--- src/rtl/edge_logger.sv ---
// Edge logger: timestamps rising/falling edges of sig_in and queues them in a
// small FIFO. When the FIFO is full and no pop happens, new events are dropped and a sticky overflow flag is set.
module edge_logger #(
    parameter int TS_W  = 16,
    parameter int DEPTH = 8
) (
    input  logic                     clk,
    input  logic                     rst,
    input  logic                     sig_in,
    input  logic                     en,
    input  logic                     clr_ovf,
    output logic                     evt_valid,
    input  logic                     evt_ready,
    output logic [TS_W-1:0]          evt_ts,
    output logic                     evt_rise,
    output logic [$clog2(DEPTH):0]   level,
    output logic                     overflow
);
    localparam int AW = $clog2(DEPTH);
    localparam int LW = AW + 1;
    localparam logic [LW-1:0] FULL_LVL = LW'(DEPTH);

    logic [TS_W-1:0] r_ts;
    logic            r_sig_d;
    logic            r_primed;
    logic [LW-1:0]   r_level;
    logic [AW-1:0]   r_wr_ptr;
    logic [AW-1:0]   r_rd_ptr;
    logic            r_ovf;
    logic [TS_W:0]   r_mem [DEPTH];

    logic w_edge;
    logic w_full;
    logic w_empty;
    logic w_pop;
    logic w_push;
    logic w_drop;

    // Edge detection is held off until the first edge after reset, so the
    // reset value of r_sig_d can never produce a spurious event.
    assign w_edge  = r_primed & en & (sig_in ^ r_sig_d);
    assign w_full  = (r_level == FULL_LVL);
    assign w_empty = (r_level == '0);
    assign w_pop   = ~w_empty & evt_ready;
    // A full FIFO still accepts a push when the head leaves in the same cycle.
    assign w_push  = w_edge & (~w_full | w_pop);
    assign w_drop  = w_edge & w_full & ~w_pop;

    always_ff @(posedge clk or posedge rst) begin
        if (rst) begin
            r_ts     <= '0;
            r_sig_d  <= 1'b0;
            r_primed <= 1'b0;
        end else begin
            if (en)
                r_ts <= r_ts + TS_W'(1);
            r_sig_d  <= sig_in;
            r_primed <= 1'b1;
        end
    end

    always_ff @(posedge clk or posedge rst) begin
        if (rst) begin
            r_level  <= '0;
            r_wr_ptr <= '0;
            r_rd_ptr <= '0;
        end else begin
            if (w_push)
                r_wr_ptr <= r_wr_ptr + AW'(1);
            if (w_pop)
                r_rd_ptr <= r_rd_ptr + AW'(1);
            case ({w_push, w_pop})
                2'b10:   r_level <= r_level + LW'(1);
                2'b01:   r_level <= r_level - LW'(1);
                default: r_level <= r_level;
            endcase
        end
    end

    // Storage needs no reset: reading is qualified by a nonzero level.
    always_ff @(posedge clk) begin
        if (w_push)
            r_mem[r_wr_ptr] <= {r_ts, sig_in};
    end

    always_ff @(posedge clk or posedge rst) begin
        if (rst)
            r_ovf <= 1'b0;
        else if (clr_ovf)
            r_ovf <= 1'b0;
        else if (w_drop)
            r_ovf <= 1'b1;
    end

    assign evt_valid = ~w_empty;
    assign evt_ts    = w_empty ? '0 : r_mem[r_rd_ptr][TS_W:1];
    assign evt_rise  = w_empty ? 1'b0 : r_mem[r_rd_ptr][0];
    assign level     = r_level;
    assign overflow  = r_ovf;

endmodule

--- config.mk ---
export PLATFORM = sky130hd
export DESIGN_NAME = edge_logger
export DESIGN_NICKNAME = d
export VERILOG_FILES = /design/src/rtl/edge_logger.sv
export SDC_FILE = /design/constraint.sdc
export NUM_CORES = 1
export LEC_CHECK = 0
export CORE_ASPECT_RATIO = 1.4
export CORE_UTILIZATION = 50
export CTS_BUF_LIST = sky130_fd_sc_hd__clkbuf_16
export DETAILED_ROUTE_END_ITERATION = 6
export GPL_TIMING_DRIVEN = 1
export PLACE_DENSITY = 0.68
export RECOVER_POWER = 25
export SYNTH_ARGS = -nofsm -noshare
export SYNTH_HDL_FRONTEND = slang
export SYNTH_SLANG_ARGS = --single-unit
--- constraint.sdc ---
create_clock -name clk -period 4.15 [get_ports clk]
set_input_delay 0.6225 -clock clk [delete_from_list [all_inputs] [get_ports clk]]
set_output_delay 0.6225 -clock clk [all_outputs]
set_load 0.02 [all_outputs]
==> impl_metrics.yaml, run 1 <==
status:
  outcome: "finished clean"
logic_synthesis:
  syn-instance-count: 346
  synth_edf_count: 136
  synth_nets: 356
  synthDistinctLibCells: 37
  synth.area.top_cells: "edfxtp_1, mux4_2, dfrtp_1, mux2i_1, xnor2_1"
  avgSynthCellArea_sq_um: 19.1
  synth_top_area_frac: 0.619
  ys_seq_elements: 165
  synth_ff_type: "edfxtp_1"
  yosys.area.top_type: "edfxtp_1"
  async_reset_ff_frac: 0.176
  synth.cell_area_sq_um: 6600
  ys_seq_area_frac: 0.729
  yosys_warnings: 0
critical_path:
  r2r_cells: 5
  reg2reg_to: "r_mem[2][11]"
  startpoint_type: "register"
  startpoint: "r_rd_ptr[0]"
  r2r-start: "level[1]"
  cp.arrival_ns: 2.52
  path_class: "reg -> out"
  cp-end-kind: "primary output"
  cp-endpoint: "evt_ts[5]"
  reg2reg_setup_slack_ns: 1.70
  cp_max_fo: 34
  required_ns: 3.53
die:
  io_pins: 29
  initial_utilization: 0.512
  rows: 49
  die_width_microns: 99.1
  core_sq_um: 12900
  die_height_microns: 138
  dieArea_sq_um: 13700
clocking:
  cts_hold_buffers: 0
  postCtsSetupBuffers: 0
  htree_levels: 4
  tritoncts: "yes"
  ctsResizeCount: 0
  numCtsBuffers: 17
  clock-sinks: 165
  clkSlewWorstSetupHoldPaths_ns: 0.06
  insertion_delay_ns: 0.41
  root_buffer: "clkbuf_16"
  cts_buffer_depth: 2
placed_design:
  dp.cells: 524
  hpwl_microns: 7300
  routabilityCongestion: 0.756
  post-place-ws_ns: 0.886
  io_buffers: 28
global_routing:
  grt_antenna_before_repair: 0
  grt_max_degree: 35
  grt_first_pass_wirelength_microns: 19200
  gr-total-overflow: 0
  grtUsageTotal: 0.199
  grt_pass1_vias: 3388
route:
  antenna_left: 0
  dr_total_vias: 3175
  drc: 0
  first_pass_iters: 4
  routed_wl_microns: 12000
  drtIter0Drc: 189
  viasPerCell: 5.71
  routedWlPerCell_microns: 21.7
hold_path:
  hold_class: "reg -> reg"
timing:
  slew_viol_final: 0
  fin_ws_ns: 1.00
  fmax_mhz: 318
  fin_crit_sh: 0.758
  finalSetupViolations: 0
  setup_tns_ns: 0
  tightestPinTransition_ns: 0.638
  rsz0062_at_grt: "false"
  fin_skew_ns: 0.00678
  relSlewSlack: 0.572
  post-route-min-period_ns: 3.15
  final-hold-violation-count: 0
power_and_ir_drop:
  p_leak_nw: 2.71
  worst_ir_drop_vdd_mv: 0.455
  power_density_nw_per_um2: 681
  p_total_mw: 5.24
finish:
  syn_to_final_growth_pct: 16.6
  layout_common_cells: "edfxtp_1, mux4_2, clkdlybuf4s50_1, dfrtp_1, nor2_1"
  drive_gt1_frac: 0.226
  n_antenna_cell: 0
  final_nets: 400
  stdcell_count: 556
  final_common_cell: "edfxtp_1"
run:
  drv_cap: 0
[final cells by class]
cell class	count	area [sq um]
Inverter	4	15.0
Clock buffer	17	425
Timing Repair Buffer	43	418
Tap cell	153	191
Fill cell	970	5190
Multi-Input combinational cell	159	1720
Sequential cell	165	4810
Clock inverter	15	106
[cells in the mapped netlist (all sizes together), types with 5 or more instances]
library cell  instances
clkbuf                9
mux2i                18
buf                   9
edfxtp              136
mux4                 34
nand2                14
nand3                 5
dfrtp                29
nor2                 24
xnor2                16
xor2                  8
[kinds of logic after synthesis]
| logic type | synth area share |
|---|---|
| AOI/OAI and AO/OA | 0.0157 |
| xor gates and xnor gates | 0.0319 |
| adders and majority gates | 0.00759 |
| buffers and inverters | 0.0154 |
| DFF | 0.729 |
| muxes | 0.149 |
| other | 0.000569 |
| and+or+nand+nor | 0.0510 |
[through the flow]
| step | util | hold WS [ns] | area [sq um] |
|---|---|---|---|
| after floorplan | - | 0.542 | 6600 |
| after global placement | 0.556 | 0.461 | 7160 |
| after detailed placement | 0.556 | 0.476 | 7160 |
| after CTS | 0.597 | 0.487 | 7690 |
| after global routing | 0.597 | 0.512 | 7690 |
| final | 0.597 | 0.484 | 7690 |
[worst max-delay path, stage by stage (launching register included)]
cell	delay [ns]
dfrtp_2	0.40
buf_12	0.29
mux4_2	0.56
mux2i_1	0.24
nor2_1	0.08
clkdlybuf4s50_1	0.54
[routing by layer]
| metal | track usage | up-vias | wire length (microns) |
|---|---|---|---|
| met5 | 0 | - | 0 |
| met4 | 0.0842 | 0 | 207 |
| met3 | 0.0408 | 13 | 511 |
| met2 | 0.354 | 85 | 6670 |
| met1 | 0.237 | 1640 | 4650 |
| li1 | - | 1437 | - |
[worst min path at each step]
stage | depth (start not counted) | from | end
global route | 1 | r_rd_ptr[2] | r_rd_ptr[2]
detailed placement | 1 | r_rd_ptr[2] | r_rd_ptr[2]
finish | 1 | r_rd_ptr[2] | r_rd_ptr[2]
floorplan | 1 | r_ts[15] | r_ts[15]
CTS | 1 | r_rd_ptr[2] | r_rd_ptr[2]
global placement | 1 | r_rd_ptr[2] | r_rd_ptr[2]
[state kept, by name (all words and copies together), names as in the netlist]
signal / cells
r_wr_ptr: 3
overflow: 1
level: 4
r_sig_d: 1
r_primed: 1
r_ts: 16
r_mem: 136
r_rd_ptr: 3
[where the power goes]
part / leakage, nW / switching, mW / internal (mW) / total (mW)
sequential: 1.64 / 0.223 / 1.99 / 2.21
combinational: 0.798 / 0.797 / 0.828 / 1.62
clock: 0.268 / 0.590 / 0.807 / 1.40
No activity file was read; power rests on OpenSTA's default activity.
==> run 2, diff against run 1 <==
==> constraint.sdc (replaced) <==
create_clock -name clk -period 3.1 [get_ports clk]
set_input_delay 0.465 -clock clk [delete_from_list [all_inputs] [get_ports clk]]
set_output_delay 0.465 -clock clk [all_outputs]
set_load 0.02 [all_outputs]
==> impl_metrics.yaml, run 2 (same netlist as run 1, synthesis figures left out) <==
status:
  outcome: "finished clean"
finish:
  largest_reg_flops: 136
  n_antenna_cell: 0
  seqCellArea_sq_um: 4810
  largest_register: "r_mem"
  layout_common_cells: "edfxtp_1, mux4_2, clkdlybuf4s50_1, dfrtp_1, nor2_1"
  final_common_cell: "edfxtp_1"
  drive_gt1_frac: 0.244
  final_nets: 407
  multi_input_area_sq_um: 1740
  syn_to_final_growth_pct: 18.5
  n_fill_cell: 930
critical_path:
  cp_cell_sequence: "buf_12 -> mux4_2 -> mux2i_1 -> nor2_1 -> clkdlybuf4s50_1"
  startpoint: "r_rd_ptr[0]"
  cp.arrival_ns: 2.43
  reg2reg_setup_slack_ns: 0.89
  reg2reg_to: "r_mem[3][2]"
  r2r-start: "level[1]"
  required_ns: 2.63
  path_class: "reg -> out"
  r2r_cells: 5
  cp-end-kind: "primary output"
  startpoint_type: "register"
  cp_max_fo: 15
  slowest_delay_ns: 0.54
  crit_slowest_cell: "clkdlybuf4s50_1"
clocking:
  tritoncts: "yes"
  htree_levels: 4
  cts_hold_buffers: 0
  numCtsBuffers: 17
  clock-sinks: 165
  clkSlewWorstSetupHoldPaths_ns: 0.06
  cts_buffer_depth: 2
  insertion_delay_ns: 0.42
  root_buffer: "clkbuf_16"
global_routing:
  grt_use_met1: 0.251
  grtUsageTotal: 0.200
  use_met3: 0.0519
  top_usage_layer: "met2"
  grtUsageMet2: 0.335
  grt_first_pass_wirelength_microns: 19000
  grt_antenna_before_repair: 0
  grt_pass1_vias: 3312
  grt_max_degree: 35
  gr-total-overflow: 0
die:
  die_width_microns: 99.1
  dieArea_sq_um: 13700
  core_sq_um: 12900
  rows: 49
  die_height_microns: 138
  io_pins: 29
  initial_utilization: 0.512
route:
  antenna_left: 0
  drtIter0Drc: 223
  viasPerCell: 5.69
  dr_total_vias: 3206
  first_pass_iters: 4
  routed_wl_microns: 12300
  drc: 0
  routedWlPerCell_microns: 21.8
power_and_ir_drop:
  power_density_nw_per_um2: 935
  p_leak_nw: 2.77
  worst_ir_drop_vdd_mv: 0.704
timing:
  tightestPinTransition_ns: 0.902
  post-route-min-period_ns: 2.89
  rsz0062_at_grt: "false"
  whs_ns: 0.539
  finalSetupViolations: 0
  final-hold-violation-count: 0
  fin_skew_ns: 0.00706
  setup_tns_ns: 0
  slew_viol_final: 0
  fmax_mhz: 346
  fin_crit_sh: 0.933
  relSlewSlack: 0.398
placed_design:
  hpwl_microns: 7510
  routabilityCongestion: 0.782
  io_buffers: 28
run:
  drv_cap: 0
hold_path:
  hold_class: "in -> async"
[run 2: how the worst max path moves through the flow]
| stage | end | slack, ns |
|---|---|---|
| finish | evt_ts[6] | 0.21 |
| global route | evt_ts[6] | 0.11 |
| CTS | evt_ts[6] | 0.06 |
| detailed placement | r_mem[3][8] | 0.28 |
| global placement | r_mem[6][12] | 0.38 |
| floorplan | r_mem[6][0] | 0.04 |
[run 2: area by class of cell]
cell class,count,area share
Inverter,4,0.00192
Tap cell,153,0.0245
Clock buffer,17,0.0544
Clock inverter,15,0.0176
Multi-Input combinational cell,159,0.222
Timing Repair Buffer,50,0.0634
Sequential cell,165,0.616
[run 2: stage by stage]
| stage | power [mW] | cell area (sq um) | worst slack, ns | utilization | std cells |
|---|---|---|---|---|---|
| finish | 7.31 | 7820 | 0.208 | 0.607 | 563 |
| global route | 7.64 | 7820 | 0.110 | 0.607 | 563 |
| CTS | 7.34 | 7780 | 0.0583 | 0.604 | 558 |
| detailed placement | 5.34 | 7210 | 0.276 | 0.560 | 526 |
| global placement | 5.29 | 7210 | 0.379 | 0.560 | 526 |
| floorplan | 4.42 | 6610 | 0.0362 | - | 346 |
[run 2: critical path, delay by kind of cell (launching register included)]
kind | cells | cell delay (ns)
mux | 2 | 0.70
simple gates | 1 | 0.06
flops | 1 | 0.50
buf+inv | 2 | 0.74
[run 2: report_power, final]
group / leakage [nW] / total [mW] / internal [mW] / switching (mW)
sequential: 1.64 / 3.03 / 2.67 / 0.366
clock: 0.281 / 2.00 / 1.18 / 0.825
combinational: 0.850 / 2.27 / 1.21 / 1.06
[run 2: repair_timing]
item | in CTS | in global routing
gates resized for setup | 1 | 0
cloned | 0 | 0
setup buffers | 0 | 5
setup endpoints to repair | 2 | 3
[run 2: routing by layer]
layer  up-vias  wire length, microns
met5         -                     0
li1       1457                     -
met3        18                   502
met1      1657                  5120
met2        74                  6430
met4         0                   202
==> run 3, diff against run 2 <==
--- a/config.mk
+++ b/config.mk
@@ -5,6 +5,7 @@
 export SDC_FILE = /design/constraint.sdc
 export NUM_CORES = 1
 export LEC_CHECK = 0
+export CAP_MARGIN = 20
 export CORE_ASPECT_RATIO = 1.4
 export CORE_UTILIZATION = 50
 export CTS_BUF_LIST = sky130_fd_sc_hd__clkbuf_16
==> constraint.sdc (replaced) <==
create_clock -name clk -period 2.9 [get_ports clk]
set_input_delay 0.435 -clock clk [delete_from_list [all_inputs] [get_ports clk]]
set_output_delay 0.435 -clock clk [all_outputs]
set_load 0.02 [all_outputs]
==> impl_metrics.yaml, run 3 (same netlist as run 1, synthesis figures left out) <==
status:
  outcome: "finished clean"
route:
  routedWlPerCell_microns: 22.7
  first_pass_iters: 4
  routed_wl_microns: 12800
  drc: 0
  viasPerCell: 5.79
  dr_total_vias: 3258
  drtIter0Drc: 181
  antenna_left: 0
clocking:
  cts_buffer_depth: 2
  insertion_delay_ns: 0.42
  clkSlewWorstSetupHoldPaths_ns: 0.07
  clock-sinks: 165
  numCtsBuffers: 17
  postCtsSetupBuffers: 0
  root_buffer: "clkbuf_16"
  htree_levels: 4
  tritoncts: "yes"
die:
  core_sq_um: 12900
  die_width_microns: 99.1
  rows: 49
  dieArea_sq_um: 13700
  io_pins: 29
  die_height_microns: 138
  initial_utilization: 0.512
critical_path:
  r2r_cells: 5
  r2r-start: "level[1]"
  startpoint_type: "register"
  reg2reg_to: "r_mem[6][4]"
  required_ns: 2.47
  cp.arrival_ns: 2.27
  cp_max_fo: 17
  cp-end-kind: "primary output"
  reg2reg_setup_slack_ns: 0.61
  path_class: "reg -> out"
global_routing:
  grt_first_pass_wirelength_microns: 19800
  gr-total-overflow: 0
  grt_antenna_before_repair: 0
  grt_max_degree: 20
  grt_pass1_vias: 3525
  grtUsageTotal: 0.207
power_and_ir_drop:
  p_leak_nw: 2.87
  worst_ir_drop_vdd_mv: 0.531
  power_density_nw_per_um2: 988
timing:
  fin_crit_sh: 0.933
  fin_skew_ns: 0.0106
  final-hold-violation-count: 0
  fmax_mhz: 370
  slew_viol_final: 0
  fin_ws_ns: 0.194
  relSlewSlack: 0.512
  post-route-min-period_ns: 2.71
  setup_tns_ns: 0
  tightestPinTransition_ns: 0.732
  rsz0062_at_grt: "false"
  finalSetupViolations: 0
  whs_ns: 0.436
finish:
  drive_gt1_frac: 0.249
  final_nets: 407
  final_cell_area_sq_um: 7830
  layout_common_cells: "edfxtp_1, mux4_2, dfrtp_1"
  largest_register: "r_mem"
  largest_reg_flops: 136
  final_common_cell: "edfxtp_1"
  fin_util: 0.608
  syn_to_final_growth_pct: 18.7
  n_antenna_cell: 0
run:
  drv_cap: 0
hold_path:
  hold_class: "in -> async"
placed_design:
  placed_area_sq_um: 7210
  routabilityCongestion: 0.813
  post-place-ws_ns: 0.209
  io_buffers: 28
  hpwl_microns: 7780
==> run 3: cell types whose count changed in the layout (fill, tap and decap cells not counted), moves of 3 or more <==
cell / before / now
buf_12: 4 / 1
clkbuf_16: 17 / 20
clkdlybuf4s50_1: 28 / 11
clkinv_1: 3 / 0
clkinv_2: 4 / 1
dlygate4sd2_1: 0 / 13
dlymetal6s2s_1: 0 / 4
inv_6: 3 / 7
==> run 3: area by class of cell <==
type                       instances  area (sq um)
inverter                           4          15.0
multi-input combinational        159          1740
clock inverter                    12           101
fill                             945          5040
timing repair buffer              50           473
tap                              153           191
clock buffer                      20           500
sequential                       165          4810
==> run 3: worst max-delay path: stages (launching register included) <==
cell           delay, ns
dfrtp_2             0.45
bufbuf_16           0.36
mux4_2              0.52
mux2i_1             0.14
nor2_1              0.05
dlygate4sd2_1       0.33
==> run 3: power by group <==
group / switching [mW] / internal, mW
logic: 1.18 / 1.14
clock network: 0.954 / 1.28
registers: 0.340 / 2.85
==> run 3: per-layer routing <==
metal | GRT usage | vias to the layer above | wire [microns]
li1 | - | 1458 | -
met3 | 0.0464 | 22 | 434
met5 | 0 | - | 0
met1 | 0.245 | 1705 | 5050
met4 | 0.0874 | 0 | 320
met2 | 0.369 | 73 | 6970
==> run 3: worst max-delay path by stage <==
| stage | from | end | slack, ns | cells after the start |
|---|---|---|---|---|
| after global placement | evt_ready | r_mem[6][4] | 0.33 | 6 |
| after floorplan | level[0] | r_mem[6][0] | -0.16 | 5 |
| after global routing | r_rd_ptr[0] | evt_ts[9] | 0.07 | 5 |
| after detailed placement | evt_ready | r_mem[6][4] | 0.21 | 6 |
| after CTS | r_rd_ptr[0] | evt_ts[1] | 0.02 | 5 |
| final | r_rd_ptr[0] | evt_ts[6] | 0.19 | 5 |
==> run 3: per-stage QoR <==
step / total power, mW / cells
6_report: 7.73 / 563
5_1_grt: 8.07 / 563
4_1_cts: 7.83 / 563
3_5_place_dp: 5.65 / 530
3_3_place_gp: 5.60 / 530
2_1_floorplan: 4.73 / 346
==> run 3: what timing repair did <==
| action | in CTS | in global routing |
|---|---|---|
| endpoints found under the setup margin | 12 | 4 |
| cloned | 1 | 0 |
| hold buffers | 0 | 0 |
| gates resized for setup | 13 | 4 |
